File: src/rtl/counter_pkg.sv
// Shared definitions for the counter family: direction encoding and the
// modulo next-count helper reused by timer blocks.
package counter_pkg;

    localparam logic DIR_DOWN = 1'b0;
    localparam logic DIR_UP   = 1'b1;

    // Next value of a modulo-mod counter stepping one position in direction up.
    function automatic logic [31:0] next_mod_count(
        input logic [31:0] cur,
        input logic        up,
        input logic [31:0] mod
    );
        logic [31:0] nxt;
        if (up == DIR_UP) begin
            if (cur >= (mod - 32'd1)) begin
                nxt = 32'd0;
            end else begin
                nxt = cur + 32'd1;
            end
        end else begin
            if (cur == 32'd0) begin
                nxt = mod - 32'd1;
            end else begin
                nxt = cur - 32'd1;
            end
        end
        return nxt;
    endfunction

endpackage

File: src/rtl/counter_bound_detect.sv
// Combinational bound flags and terminal count for a modulo-MOD counter.
module counter_bound_detect
    import counter_pkg::*;
#(
    parameter int WIDTH = 4,
    parameter int MOD   = 16
) (
    input  logic [WIDTH-1:0] count,
    input  logic             en,
    input  logic             up,
    output logic             at_max,
    output logic             at_min,
    output logic             tc
);

    localparam logic [WIDTH-1:0] MAX_VAL = WIDTH'(MOD - 1);

    // Bound comparisons and the enable-qualified terminal count.
    always_comb begin
        at_max = (count == MAX_VAL);
        at_min = (count == {WIDTH{1'b0}});
        tc     = en & (((up == DIR_UP) & at_max) | ((up == DIR_DOWN) & at_min));
    end

endmodule

File: src/rtl/sync_updown_counter.sv
// Fully synchronous loadable up/down modulo counter with terminal-count,
// wrap pulse and saturation status.
module sync_updown_counter
    import counter_pkg::*;
#(
    parameter int WIDTH    = 4,
    parameter int MOD      = 16,
    parameter int SATURATE = 0
) (
    input  logic             clk,
    input  logic             rst,
    input  logic             en,
    input  logic             up,
    input  logic             load,
    input  logic [WIDTH-1:0] load_val,
    output logic [WIDTH-1:0] count,
    output logic             tc,
    output logic             wrap,
    output logic             sat
);

    localparam logic           SAT_EN     = (SATURATE != 0);
    localparam logic [WIDTH:0] MAX_VAL_EXT = (WIDTH + 1)'(MOD - 1);

    logic [WIDTH-1:0] count_r;
    logic             wrap_r;
    logic             sat_r;
    logic             at_max_s;
    logic             at_min_s;
    logic             tc_s;
    logic             at_bound_s;
    logic [WIDTH-1:0] next_s;
    logic [WIDTH-1:0] load_clamp_s;

    counter_bound_detect #(
        .WIDTH (WIDTH),
        .MOD   (MOD)
    ) u_bound (
        .count  (count_r),
        .en     (en),
        .up     (up),
        .at_max (at_max_s),
        .at_min (at_min_s),
        .tc     (tc_s)
    );

    // Next-count, bound selection and load clamping; the clamp compares in
    // WIDTH+1 bits so MOD == 2**WIDTH needs no special case.
    always_comb begin
        next_s     = WIDTH'(next_mod_count(32'(count_r), up, 32'(MOD)));
        at_bound_s = (up == DIR_UP) ? at_max_s : at_min_s;
        if ({1'b0, load_val} > MAX_VAL_EXT) begin
            load_clamp_s = MAX_VAL_EXT[WIDTH-1:0];
        end else begin
            load_clamp_s = load_val;
        end
    end

    // Count and status registers, priority rst > load > en > hold.
    always_ff @(posedge clk) begin
        if (rst) begin
            count_r <= {WIDTH{1'b0}};
            wrap_r  <= 1'b0;
            sat_r   <= 1'b0;
        end else if (load) begin
            count_r <= load_clamp_s;
            wrap_r  <= 1'b0;
            sat_r   <= 1'b0;
        end else if (en) begin
            if (at_bound_s && SAT_EN) begin
                wrap_r <= 1'b0;
                sat_r  <= 1'b1;
            end else begin
                count_r <= next_s;
                wrap_r  <= at_bound_s;
                sat_r   <= 1'b0;
            end
        end else begin
            wrap_r <= 1'b0;
        end
    end

    assign count = count_r;
    assign tc    = tc_s;
    assign wrap  = wrap_r;
    assign sat   = sat_r;

endmodule

File: config.mk
export PLATFORM = sky130hd
export DESIGN_NAME = sync_updown_counter
export DESIGN_NICKNAME = d
export VERILOG_FILES = /design/src/rtl/counter_pkg.sv /design/src/rtl/counter_bound_detect.sv /design/src/rtl/sync_updown_counter.sv
export SDC_FILE = /design/constraint.sdc
export NUM_CORES = 1
export LEC_CHECK = 0
export BUFFER_PORTS_ARGS = -buffer_cell sky130_fd_sc_hd__buf_2
export CAP_MARGIN = 15
export CORE_AREA = 3 3 40 42
export DETAILED_ROUTE_END_ITERATION = 6
export DIE_AREA = 0 0 43 45
export PLACE_DENSITY = 0.55
export SETUP_SLACK_MARGIN = 0.05
export SLEW_MARGIN = 40
export SYNTH_ARGS = -nofsm -noshare
export SYNTH_HDL_FRONTEND = slang
export SYNTH_SLANG_ARGS = --single-unit
File: constraint.sdc
create_clock -name clk -period 2 [get_ports clk]
set_input_delay 0.2 -clock clk [delete_from_list [all_inputs] [get_ports clk]]
set_output_delay 0.2 -clock clk [all_outputs]
set_load 0.02 [all_outputs]
==> results.md, run 1 <==
* Sequential area share after synthesis at 26.8%
* Synth top area share at between 20% and 30%
* Largest net degree at the start of global routing at 11
* Synth top area cells: dfxtp_1 27%, a21oi_1 6.7%, ha_1 6.7%, o21ai_0 5.4%, inv_1 5.0%
* Post-Syn Instances at just under 50
* Worst hold slack at ~0.18 ns
* R2R depth at 6
* P per Cell Area at about 660 mW/mm^2
* Crit Path Class: reg -> out
* Setup Buffers After CTS at 0
* Worst-skew pair later-pin latency at 0.24 ns
* Die Span X at ~43 um
* Worst VDD drop at between 0.0003 and 0.0004 V
* Syn avg cell area at between 7 and 8 um^2
* Vias/cell at approximately 5.0
* Layout cells sized above 1 at between 30% and 40%
* # rows at 13
* Worst-path clk slew at about 0.04 ns
* Final Skew at approximately 0.00018 ns
* Post-CTS Resized at 0
* Synth cell types at 26
* Root buffer cell: clkbuf_4
* Die Y at 45 um
* Cells on Worst Hold Path at 2
* Static leakage at roughly 0.24 nW
* CTS tree: built
* Antenna violation net count after detailed routing at 0
* RSZ-0062 raised after global routing: false
* Max Slew Vio Count at 0
* Nets at 77
* Max cap viols at 0
* Vias in the first global route at 318
* Core Region at roughly 0.0013 mm^2
* Ant. Diodes at 0
* Synth warnings at 0
* Flops & latches, synth at 5
* Initial antenna violation count at 0
* Status: finished, final reports clean
* Syn-to-layout area delta at 29.1%
* Fmax at around 550 MHz
* Vias at ~400
* Cell Area, Synth at 374 um^2
* Kind of end point of the critical path: primary output
* Worst Path Required at around 1.8 ns
* Starting DRT DRC Count at 6
* GRT Util Overall at 9.92%
* Hold_buf cts at 0
* Num CTS Buffers at 3
* Setup tns final at 0 ns
* Clock tree buffer depth at 2
* Period utilisation layout at about nine tenths
* Cell taking the most area after synthesis: dfxtp_1
* Final setup vio count at 0
* CP arrival at ~1.6 ns
* Syn_nets at 60
* Pre-antenna DRT Iters at 3
* Top Ports at 16
* Post-detail-place hpwl at 702 um
* CTS H-Tree Depth at 1
* Final Critical Period at about 1.8 ns
* Die area at approximately 0.0019 mm^2
* I/O Buffers at 14
* Grt ovf at 0
* Worst hold path class: in -> reg
* First-pass GRT wire length at roughly 1.3 mm
* WL final at between 800 and 900 um
* Fin. Hold Viols at 0
* DRC Markers at 0
* CTS Sinks at 5
* Initial Utilization at between 20 and 30%
* DR WL/cell at approximately 10 um
* Critical Path Fanout Max at 10
* Crit start category: flop
* Routability congestion estimate from global placement at 0.681
[cells in the final DEF (no fill, tap or decap)]
master,instances
clkbuf_1,1
mux2i_1,1
or3_1,1
o21ai_2,1
buf_2,14
o32ai_1,1
nor2b_1,2
o221ai_1,1
nor3b_1,1
inv_1,5
o21bai_1,1
and3_2,1
mux2_2,1
dfxtp_1,3
a21o_1,1
o21a_1,1
clkbuf_4,3
a21oi_1,5
nand3_1,2
a221oi_1,1
xnor2_1,2
nand2_1,5
dfxtp_2,2
and2_1,1
conb_1,1
or3b_1,1
ha_1,2
nor2_1,1
o21ai_0,3
[report_power, final]
group          total [mW]  internal, mW  switching (mW)
sequential          0.121         0.108          0.0134
clock               0.116        0.0754          0.0406
combinational      0.0807        0.0387          0.0420
[final timing paths]
check / slack [ns] / startpoint / to
min: 0.18 / rst / count[1]
max reg2reg: 0.53 / count[0] / count[0]
min reg2reg: 0.66 / count[0] / count[0]
max: 0.18 / count[0] / tc
[registers in the layout, indices dropped and copies added, names as in the netlist]
register	count
count	4
wrap	1
[metal layers]
layer  wire (um)  part of all wire (%)  vias up  GRT usage, %
met1         383                    46      177          11.1
met3          77                   9.2        4          5.98
met5           0                     0        -             0
met2         363                    43       14          15.6
li1            -                     -      202             -
met4          15                   1.8        0          3.61
[final cells by class]
| class | instances | area [um^2] |
|---|---|---|
| clock buffers | 4 | 26.3 |
| multi-input cells | 37 | 246 |
| well taps | 15 | 18.8 |
| repair buffers | 14 | 70.1 |
| flip-flops and latches | 5 | 103 |
| inverters | 5 | 18.8 |
| fillers | 128 | 802 |
[metrics by stage]
step	util [%]	std cells	instance area [um^2]	setup slack [ns]	total power, mW
2_1_floorplan	-	49	374	0.377	0.176
3_3_place_gp	35.1	76	450	0.351	0.201
3_5_place_dp	35.1	76	450	0.324	0.203
4_1_cts	37.1	80	477	0.0660	0.322
5_1_grt	37.6	80	483	0.0588	0.342
6_report	37.6	80	483	0.176	0.318
[cells in the mapped netlist]
library cell  count
a21oi_1           5
dfxtp_1           5
inv_1             5
nand2_1           5
o21ai_0           4
ha_1              2
nand3_1           2
nor2b_1           2
xnor2_1           2
a21o_1            1
a221oi_1          1
and2_1            1
and3_2            1
buf_4             1
clkbuf_2          1
conb_1            1
mux2_2            1
mux2i_1           1
nor2_1            1
nor3b_1           1
o21a_1            1
o21bai_1          1
o221ai_1          1
o32ai_1           1
or3_1             1
or3b_1            1
[worst max-delay path: stages, from the launching register on]
cell     delay (ns)
dfxtp_2        0.35
inv_1          0.06
ha_1           0.17
or3b_1         0.39
o21ai_2        0.12
and2_1         0.13
buf_2          0.15
[cell families after synthesis]
| kind of cell | after synthesis | synth area share (%) |
|---|---|---|
| buf+inv | 7 | 8.36 |
| compound gates | 15 | 25.1 |
| simple gates | 15 | 21.7 |
| flops | 5 | 26.8 |
| other cells | 1 | 1.00 |
| fa+ha+maj | 2 | 6.69 |
| xor+xnor | 2 | 4.68 |
| mux | 2 | 5.69 |
Power figures use the tool's default switching activity.
==> run 2: changes to the inputs <==
RECOVER_POWER = 50   (was unset)
==> run 2 against run 1 <==
  * Utilization decreased by 0.49 points
  * Critical path type unchanged
  * Flip-flop and latch count did not move
  * Die area did not move
  * Largest cell class unchanged
==> results.md, run 2 (same netlist as run 1, synthesis figures left out) <==
* Root buffer cell: clkbuf_4 (unchanged)
* Pre-CTS WS at 0.324 ns (unchanged)
* Most frequent cells in the layout: 9 x buf_2, 6 x clkbuf_1, 5 x inv_1, 5 x nand2_1, 5 x a21oi_1 (was 14 x buf_2, 5 x inv_1, 5 x nand2_1, 5 x a21oi_1)
* Hold_buf cts at 0 (unchanged)
* Static leakage at 0.219 nW (was 0.239 nW)
* Max Slew Vio Count at 0 (unchanged)
* Final cell count without fillers at 80 (unchanged)
* CP arrival at 1.63 ns (was 1.62 ns)
* RR Endpoint: count[0] (unchanged)
* WL final at 857 um (was 839 um)
* Post-detail-place hpwl at 702 um (unchanged)
* Core Region at 0.00128 mm^2 (unchanged)
* Nets at 77 (unchanged)
* Final Skew at 0.000161 ns (was 0.000177 ns)
* Final setup vio count at 0 (unchanged)
* Status: finished, final reports clean (unchanged)
* Die area at 0.00194 mm^2 (unchanged)
* CTS H-Tree Depth at 1 (unchanged)
* Largest register FFs at 4 (unchanged)
* Kind of end point of the critical path: primary output (unchanged)
* Setup tns final at 0 ns (unchanged)
* Setup ws final at 0.173 ns (was 0.176 ns)
* Vias at 394 (was 397)
* Reg2Reg Launch Point: count[0] (unchanged)
* Starting DRT DRC Count at 8 (was 6)
* Worst hold slack at 0.177 ns (about the same)
* First-pass GRT wire length at 1.35 mm (unchanged)
* Crit Path Class: reg -> out (unchanged)
* Initial Utilization at 29.1% (unchanged)
* DR WL/cell at 10.7 um (was 10.5 um)
* Final Critical Period at 1.83 ns (was 1.82 ns)
* Top Ports at 16 (unchanged)
* Critical Path Fanout Max at 10 (unchanged)
* Fin. Hold Viols at 0 (unchanged)
* R2r setup slk at 0.52 ns (was 0.53 ns)
* Syn-to-layout area delta at 27.4% (was 29.1%)
* Clock tree buffer depth at 2 (unchanged)
* Setup Buffers After CTS at 0 (unchanged)
* Initial antenna violation count at 0 (unchanged)
* Max cap viols at 0 (unchanged)
* GRT Util Overall at 9.92% (unchanged)
* Multi-input gate area at 246 um^2 (unchanged)
* P per Cell Area at 664 mW/mm^2 (was 658 mW/mm^2)
* Vias in the first global route at 318 (unchanged)
* DRC Markers at 0 (unchanged)
* Setup crit end: tc (unchanged)
* Antenna violation net count after detailed routing at 0 (unchanged)
* Placed Instances at 76 (unchanged)
* # rows at 13 (unchanged)
* Die Span X at 43 um (unchanged)
* Vias/cell at 4.93 (was 4.96)
* Worst-path clk slew at 0.04 ns (about the same)
* Post-layout util at 37.1% (was 37.6%)
* R2R depth at 6 (unchanged)
* Commonest non-fill, non-tap cell in the layout: buf_2 (unchanged)
* Hold Crit Start: rst (unchanged)
* Setup crit start: count[0] (unchanged)
* CTS tree: built (unchanged)
* Fmax at 547 MHz (was 548 MHz)
* Die Y at 45 um (unchanged)
* Num CTS Buffers at 3 (unchanged)
* RSZ-0062 raised after global routing: false (unchanged)
* Fill cells at 133 (was 128)
* Register area at 103 um^2 (unchanged)
* Worst VDD drop at 0.000349 V (was 0.000337 V)
* Ant. Diodes at 0 (unchanged)
* Crit start category: flop (unchanged)
* Pre-antenna DRT Iters at 3 (unchanged)
* Worst-skew pair later-pin latency at 0.24 ns (about the same)
* Routability congestion estimate from global placement at 0.681 (unchanged)
* Period utilisation layout at 91.3% (was 91.2%)
* CTS Sinks at 5 (unchanged)
* Largest net degree at the start of global routing at 11 (unchanged)
* Grt ovf at 0 (unchanged)
* I/O Buffers at 14 (unchanged)
* Layout cells sized above 1 at 26.2% (was 33.8%)
* Worst Path Required at 1.80 ns (about the same)
* Worst hold path class: in -> reg (unchanged)
## run 2: changes by cell type in the layout (fill, tap and decap cells not counted), sizes merged
cell / change
buf: -5
clkbuf: +5
## run 2: area by class of cell
type                            instances  share of cell area [%]
Multi-Input combinational cell         37                    51.7
Sequential cell                         5                    21.5
Timing Repair Buffer                   14                    13.4
Clock buffer                            4                    5.51
Inverter                                5                    3.94
Tap cell                               15                    3.94
## run 2: worst min path at each step
stage	end	depth (start not counted)	slack, ns
after floorplan	count[0]	1	0.27
after global placement	count[1]	2	0.44
after detailed placement	count[1]	2	0.44
after CTS	count[1]	2	0.18
after global routing	count[1]	2	0.19
final	count[1]	2	0.18
## run 2: critical path, stage by stage, from the launching register on
cell and delay [ns]:
dfxtp_2 0.35, inv_1 0.06, ha_1 0.16, or3b_1 0.39
o21ai_2 0.12, and2_1 0.13, buf_2 0.15
## run 2: repair_timing
item,in CTS,in global routing
resized for setup,0,4
setup endpoints to repair,0,1
hold endpoints to repair,0,0
## run 2: stage by stage
step	total power [mW]	area [um^2]
global route	0.340	477
floorplan	0.176	374
global placement	0.201	450
detailed placement	0.203	450
finish	0.317	477
CTS	0.322	477
## run 2: layer usage
metal	GRT usage, %	wire length (um)	up-vias
met3	5.98	80	4
li1	-	-	201
met4	3.61	15	0
met2	15.6	371	14
met1	11.1	389	175
met5	0	0	-
## run 2: report_power, final
group | leakage (nW) | internal (mW) | switching, mW
registers | 0.0419 | 0.108 | 0.0139
clock network | 0.0150 | 0.0754 | 0.0406
logic | 0.163 | 0.0369 | 0.0420
total | 0.219 | 0.220 | 0.0965
